`config.mk`:
```
export PLATFORM = sky130hd
export DESIGN_NAME = input_debouncer
export DESIGN_NICKNAME = d
export VERILOG_FILES = /design/src/rtl/debounce_pkg.sv /design/src/rtl/sync_chain.sv /design/src/rtl/input_debouncer.sv
export SDC_FILE = /design/constraint.sdc
export NUM_CORES = 1
export LEC_CHECK = 0
export BUFFER_PORTS_ARGS = -buffer_cell sky130_fd_sc_hd__buf_2
export CORE_AREA = 10 10 47 49
export CTS_BUF_LIST = sky130_fd_sc_hd__clkbuf_16
export CTS_CLUSTER_DIAMETER = 30
export CTS_CLUSTER_SIZE = 14
export DETAILED_ROUTE_END_ITERATION = 10
export DIE_AREA = 0 0 57 59
export GPL_ROUTABILITY_DRIVEN = 0
export PLACE_DENSITY = 0.58
export SYNTH_ARGS = -nofsm -noshare
export SYNTH_HDL_FRONTEND = slang
export SYNTH_SLANG_ARGS = --single-unit
```
`constraint.sdc`:
```
create_clock -name clk -period 2.5 [get_ports clk]
set_input_delay 0.5 -clock clk [delete_from_list [all_inputs] [get_ports clk]]
set_output_delay 0.5 -clock clk [all_outputs]
set_load 0.02 [all_outputs]
```
`src/rtl/debounce_pkg.sv`:
```
// Shared types and defaults for the input debouncer and related pin-conditioning blocks.
package debounce_pkg;

    typedef enum logic [1:0] {
        LOW_STABLE   = 2'b00,
        HIGH_CONFIRM = 2'b01,
        HIGH_STABLE  = 2'b11,
        LOW_CONFIRM  = 2'b10
    } deb_state_t;

    localparam int DEF_SYNC_STAGES   = 2;
    localparam int DEF_STABLE_CYCLES = 4;

endpackage

```
`src/rtl/sync_chain.sv`:
```
// Generic multi-flop synchronizer for a single asynchronous bit; q is the last stage.
module sync_chain #(
    parameter int SYNC_STAGES = debounce_pkg::DEF_SYNC_STAGES
) (
    input  logic clk,
    input  logic rst_n,
    input  logic d,
    output logic q
);

    logic [SYNC_STAGES-1:0] ff;

    // d feeds flop 0 directly; nothing combinational in front of the first stage
    always_ff @(posedge clk) begin
        if (!rst_n) ff <= '0;
        else        ff <= {ff[SYNC_STAGES-2:0], d};
    end

    assign q = ff[SYNC_STAGES-1];

endmodule

```
`src/rtl/input_debouncer.sv`:
```
// Synchronizes and debounces a raw switch/pin into the clean level w, with one-cycle edge strobes.
//
//  state        | meaning
//  LOW_STABLE   | w=0, synced input agrees
//  HIGH_CONFIRM | w=0, synced input high, counting consecutive high samples
//  HIGH_STABLE  | w=1, synced input agrees
//  LOW_CONFIRM  | w=1, synced input low, counting consecutive low samples
module input_debouncer
    import debounce_pkg::*;
#(
    parameter int SYNC_STAGES   = DEF_SYNC_STAGES,
    parameter int STABLE_CYCLES = DEF_STABLE_CYCLES
) (
    input  logic clk,
    input  logic rst_n,
    input  logic raw_in,
    output logic w,
    output logic rise_p,
    output logic fall_p
);

    localparam int CNT_W = $clog2(STABLE_CYCLES + 1);
    localparam logic [CNT_W-1:0] CNT_LAST = CNT_W'(STABLE_CYCLES - 1);
    localparam logic [CNT_W-1:0] CNT_ONE  = CNT_W'(1);
    localparam bit BYPASS = (STABLE_CYCLES == 1);

    logic             s;
    deb_state_t       state_q, state_d;
    logic [CNT_W-1:0] cnt_q, cnt_d;
    logic             w_d, rise_d, fall_d;

    sync_chain #(.SYNC_STAGES(SYNC_STAGES)) u_sync (
        .clk   (clk),
        .rst_n (rst_n),
        .d     (raw_in),
        .q     (s)
    );

    always_ff @(posedge clk) begin
        if (!rst_n) begin
            state_q <= LOW_STABLE;
            cnt_q   <= '0;
            w       <= 1'b0;
            rise_p  <= 1'b0;
            fall_p  <= 1'b0;
        end else begin
            state_q <= state_d;
            cnt_q   <= cnt_d;
            w       <= w_d;
            rise_p  <= rise_d;
            fall_p  <= fall_d;
        end
    end

    always_comb begin
        state_d = state_q;
        cnt_d   = cnt_q;
        w_d     = w;
        rise_d  = 1'b0;
        fall_d  = 1'b0;
        unique case (state_q)
            LOW_STABLE: begin
                cnt_d = '0;
                if (s) begin
                    if (BYPASS) begin
                        state_d = HIGH_STABLE;
                        w_d     = 1'b1;
                        rise_d  = 1'b1;
                    end else begin
                        state_d = HIGH_CONFIRM;
                        cnt_d   = CNT_ONE;
                    end
                end
            end
            HIGH_CONFIRM: begin
                if (!s) begin
                    state_d = LOW_STABLE;
                    cnt_d   = '0;
                end else if (cnt_q == CNT_LAST) begin
                    state_d = HIGH_STABLE;
                    cnt_d   = '0;
                    w_d     = 1'b1;
                    rise_d  = 1'b1;
                end else begin
                    cnt_d = cnt_q + CNT_ONE;
                end
            end
            HIGH_STABLE: begin
                cnt_d = '0;
                if (!s) begin
                    if (BYPASS) begin
                        state_d = LOW_STABLE;
                        w_d     = 1'b0;
                        fall_d  = 1'b1;
                    end else begin
                        state_d = LOW_CONFIRM;
                        cnt_d   = CNT_ONE;
                    end
                end
            end
            LOW_CONFIRM: begin
                if (s) begin
                    state_d = HIGH_STABLE;
                    cnt_d   = '0;
                end else if (cnt_q == CNT_LAST) begin
                    state_d = LOW_STABLE;
                    cnt_d   = '0;
                    w_d     = 1'b0;
                    fall_d  = 1'b1;
                end else begin
                    cnt_d = cnt_q + CNT_ONE;
                end
            end
            default: begin
                state_d = LOW_STABLE;
                cnt_d   = '0;
            end
        endcase
    end

endmodule

```
Word level (Yosys, flattened, before mapping)
Index checks and enable logic that the tools add are counted.

Register bits after elaboration: 10. Input bits: 3. Output and inout bits: 3.

$add $sub $neg: 1. Equal/unequal tests: 12. Mux-type cells: 19. Bitwise gates (word level): 2. Reduce and logical (&&, ||, !) cells: 6.

Operators by type and width (count): 2-to-1 mux 2 bit (6); case mux 3 bit (4 select lines) (1); 2-to-1 mux 3 bit (3); != test 2 bit (second input constant) (4); case mux 2 bit (4 select lines) (1); 2-to-1 mux 1 bit (7); AND reduction 5 bit (1); == test 2 bit (second input constant) (2); != test 2 x 1 -> 1 bit (second input constant) (2); AND reduction 4 bit (1); adder 3 x 1 -> 3 bit (second input constant) (1); == test 3 x 2 -> 1 bit (second input constant) (1); != test 3 x 2 -> 1 bit (second input constant) (1); != test 3 bit (second input constant) (1); AND reduction 3 bit (1); OR reduction 3 bit (1); == test 2 x 1 -> 1 bit (second input constant) (1); logical NOT 2 bit (1); inverter 1 bit (2); case mux 1 bit (2 select lines) (1); nonzero test 2 bit (1).

Longest topological paths before layout
Word-level depth: 4. Depth in mapped cells: 5. Depth with buffers taken out: 5.

Cells and area by module
From an unflattened synthesis, not the netlist that was laid out.

Cell total of the unflattened synthesis: 51. Area total of the unflattened synthesis: 485.5 µm².

Modules (own cells, without submodules): input_debouncer (times used 1, cells each 47, area an instance 432.9 µm², sequential area each 160.2 µm²); sync_chain (times used 1, cells each 4, area an instance 52.6 µm², sequential area each 40.0 µm²).

Least setup slack after synthesis
Ideal clock, no wire load.

Path kind: register to register. Start point: register state_q[0]. End point: register state_q[1]. Arrival time: 1114 ps. Required time: 2375 ps. Setup slack: 1261 ps. Cell stages (with the launch flop): 6. Path buffers: 0. Period minus slack after synthesis: 1239 ps. Cells stage by stage: dfxtp_1 inv_1 ha_1 and2_1 o211ai_1 mux2i_1.

Word-level cells in the longest chain between the ends: 3. Elaborated cells on any way between the ends: 10. Those cells by class: 7 x eq/ne; 1 x mux; 2 x reduce/logical.

RTL lines: start: declaration (RTL line input_debouncer.sv:28) `deb_state_t state_q, state_d;`; start signal: assignment (RTL line input_debouncer.sv:47) `state_q <= state_d;`; == test 2 x 1 -> 1 bit (tied with other cells) (RTL line input_debouncer.sv:61) `unique case (state_q)`; != test 3 bit (no line) (tied with other cells); AND reduction 4 bit (no line).

Several ways; a longest one is shown, not always the timed one. A chain may end at the register's enable or synchronous reset.

Worst setup path after layout
Start point: register state_q[1]. End point: register state_q[0].

The elaborated chain is that of the path after synthesis.

==> run summary <==
Clock-pin slew was measured on the worst setup and hold paths at 0.04 ns. The data required time at the worst endpoint is 2.61 ns. Among all stages on the critical path, the largest delay is contributed by dfxtp_1. Setup repair after global routing left no endpoint under its margin. The H-tree level count came out at 1. The highest net fanout along the worst path is 4. Compared with the post-synthesis result, the final layout area differs by 21.9%. The analysis attributes to net switching a power of 0.000127 W.

The number of violations of the max-capacitance limit is 0. The number of synthesized register bits is 10. Buffers placed on the I/O ports in this run total 5. The largest net degree at the start of global routing is 13.

The region available for standard cell placement spans 0.00140 mm^2. 6 I/O pins were placed. The total negative setup slack came out at 0 ns. The TritonCTS buffer count is 3. The tree built by TritonCTS fans out to 10 sinks. The cell area after layout came out at 607 um^2. The flow ran to the end, and the final reports show no timing, DRC or antenna violations. The post-synthesis net count is 62. The die covers 0.00336 mm^2. The classification of the worst-slack hold path is reg2reg. The HPWL after detailed placement is 645 um.

Gates resized during post-CTS repair numbered 0. The library cell used most frequently in the layout, excluding fill and tap cells, is dfxtp_1. The global-route wire length before repair is 1460 um. The worst supply voltage drop on vdd came out at 0.000407 V. Setup violations remaining at the end of the flow were counted as 0. The areal power density over the cells came out at 892 mW/mm^2. In this run, the combinational gates consume 15.0% of the power.

The total grt overflow is 0. During synthesis, Yosys emitted a total of 0 warnings. The buffer count from post-CTS setup fixing came out at 0. The average vias per placed instance is 4.97. The floorplan row count is 14. The floorplan step set the die width to 57 um.

The initial standard-cell utilization of the core is 35.5%. The die span in y is 59 um. The category of the critical setup timing path is reg2reg. The source-to-sink clock delay at the later pin of the worst-skew pair came out at 0.24 ns. The share of total power dissipated in sequential elements is 33.7%.

The total DRC errors in the routed layout came out at 0. The worst relative slew slack is 75.1%. 0 antenna diodes ended up in the layout. The hold violation count in the final report is 0. Once detail routing completed, the nets flagged for antenna violations numbered 0.

Before antenna repair, the detailed router went through 4 iterations. The layout cell share with drive strength beyond 1 came out at 13.6%. The final worst-path cycle share is 56.7%. The peak clock frequency supported by timing came out at 706 MHz. The cell area reported after detailed placement is 532 um^2. In the layout the commonest cells are dfxtp_1 (10), ha_1 (6), inv_1 (5), buf_2 (5), mux2i_1 (4). STA classifies the critical path startpoint as a register.

The total length of routed wires is 872 um. The nature of the critical path endpoint is a register. Net switching is 23.5% of the power. The data arrival time at the worst-slack endpoint is 1.53 ns. The initial antenna violation count came out at 0. The number of global-route vias before repair came out at 352. The clock group share of total power came out at 51.3%.

In this design, the stage delay of the slowest critical-path cell is 0.37 ns. The leakage power total is 0.267 nW. Global routing used 5.76% of the available tracks.

The cell type with the highest occurrence count on the critical path is mux2i_1. The critical path goes through inv_1 -> ha_1 -> mux2i_1 -> o21ai_1 -> mux2i_1. The netlist uses 24 different library cells. The largest buffer count on any clock path is 2. The total number of vias came out at 373. In this run, the number of DRC markers left after iteration 0 of detailed routing was 10. The synthesized cell area is 498 um^2. The internal power of the cells totals 0.000414 W.

The transition time at the pin with the least slew margin is 0.373 ns. In the final routed layout, each cell accounts on average for 11.6 um. The tree is rooted in a clkbuf_16. The minimum period implied by the final worst setup slack is 1.42 ns. The part of the Yosys area used for sequential elements is 40.2%. For the final database, setup skew stands at 0.00193 ns. A synthesized cell averages 9.40 um^2. The instance count of the mapped netlist is 53. The total count of max-transition violations in the final report is 0. The count of hold buffers inserted by post-cts repair is 0. The net count of the finished layout is 70. TritonCTS built the clock tree.
-- flip-flops by register name (all words and copies together), names as in the netlist --
register and cells:
fall_p 1, cnt_q 3, state_q 2, u_sync.ff 2
rise_p 1, w 1
-- layer usage --
layer | up-vias | track usage, % | routed length [um] | part of all wire [%]
met2 | 7 | 8.68 | 401 | 46
met1 | 167 | 5.86 | 408 | 47
met3 | 4 | 2.58 | 35 | 4.0
met4 | 0 | 5.37 | 26 | 3.0
met5 | - | 0 | 0 | 0
li1 | 195 | - | - | -
-- metrics by stage --
step | utilization, % | power, W | instances | setup WS (ns) | hold slack (ns)
after floorplan | - | 0.000247 | 53 | 1.26 | 0.412
after global placement | 37.9 | 0.000265 | 72 | 1.09 | 0.418
after detailed placement | 37.9 | 0.000266 | 72 | 1.09 | 0.425
after CTS | 43.3 | 0.000549 | 75 | 1.08 | 0.434
after global routing | 43.3 | 0.000569 | 75 | 0.961 | 0.443
final | 43.3 | 0.000541 | 75 | 1.08 | 0.430
-- power by group through the flow --
stage                     Clock (W)  Sequential, W  Combinational (W)
after floorplan                   0       0.000187          0.0000600
after CTS                  0.000285       0.000183          0.0000812
after global routing       0.000290       0.000184          0.0000946
after detailed placement          0       0.000185          0.0000809
after global placement            0       0.000185          0.0000808
final                      0.000278       0.000182          0.0000810
-- cells by family (layout without fill, tap and decap cells) --
| group | after synthesis | in the layout | synth area share, % |
|---|---|---|---|
| adders and majority gates | 6 | 6 | 15.1 |
| muxes | 4 | 4 | 8.04 |
| buffers and inverters | 7 | 13 | 6.03 |
| AOI/OAI and AO/OA | 8 | 8 | 9.55 |
| and+or+nand+nor | 18 | 18 | 21.1 |
| DFF | 10 | 10 | 40.2 |
-- worst max-delay path: cells and delay by family, from the launching register on --
family / cells / cell delay, ns
fa+ha+maj: 1 / 0.23
buf+inv: 1 / 0.10
flops: 1 / 0.37
mux: 2 / 0.45
compound gates: 1 / 0.16
-- cell usage after synthesis, drive strengths merged --
cell | count | area [um^2]
o211ai | 1 | 7.51
mux2i | 4 | 40.0
clkbuf | 1 | 3.75
a31oi | 2 | 12.5
inv | 5 | 18.8
or3 | 1 | 6.26
nor3 | 1 | 5.00
and2 | 3 | 18.8
nand2 | 2 | 7.51
nand3 | 1 | 5.00
nand2b | 2 | 12.5
and4 | 1 | 8.76
buf | 1 | 7.51
ha | 6 | 75.1
nor2b | 1 | 6.26
and4b | 1 | 10.0
nand3b | 1 | 7.51
a21oi | 1 | 5.00
o21ai | 3 | 15.0
dfxtp | 10 | 200
nor2 | 3 | 11.3
o21a | 1 | 7.51
nand4 | 1 | 6.26
-- cell type report --
class                      instances  area [um^2]
tap                               16         20.0
timing repair buffer               5         25.0
inverter                           5         18.8
multi-input combinational         36          268
sequential                        10          200
clock buffer                       3         75.1
fill                             145          795
-- final timing paths --
kind / startpoint / to / slack (ns) / depth (start not counted)
setup reg to reg: state_q[1]$_SDFFE_PN0P_ / state_q[0]$_SDFFE_PN0P_ / 1.08 / 5
hold reg to reg: u_sync.ff[0]$_SDFF_PN0_ / u_sync.ff[1]$_SDFF_PN0_ / 0.43 / 1
setup / recovery: state_q[1]$_SDFFE_PN0P_ / state_q[0]$_SDFFE_PN0P_ / 1.08 / 5
hold / removal: u_sync.ff[0]$_SDFF_PN0_ / u_sync.ff[1]$_SDFF_PN0_ / 0.43 / 1
Power figures use the tool's default switching activity.
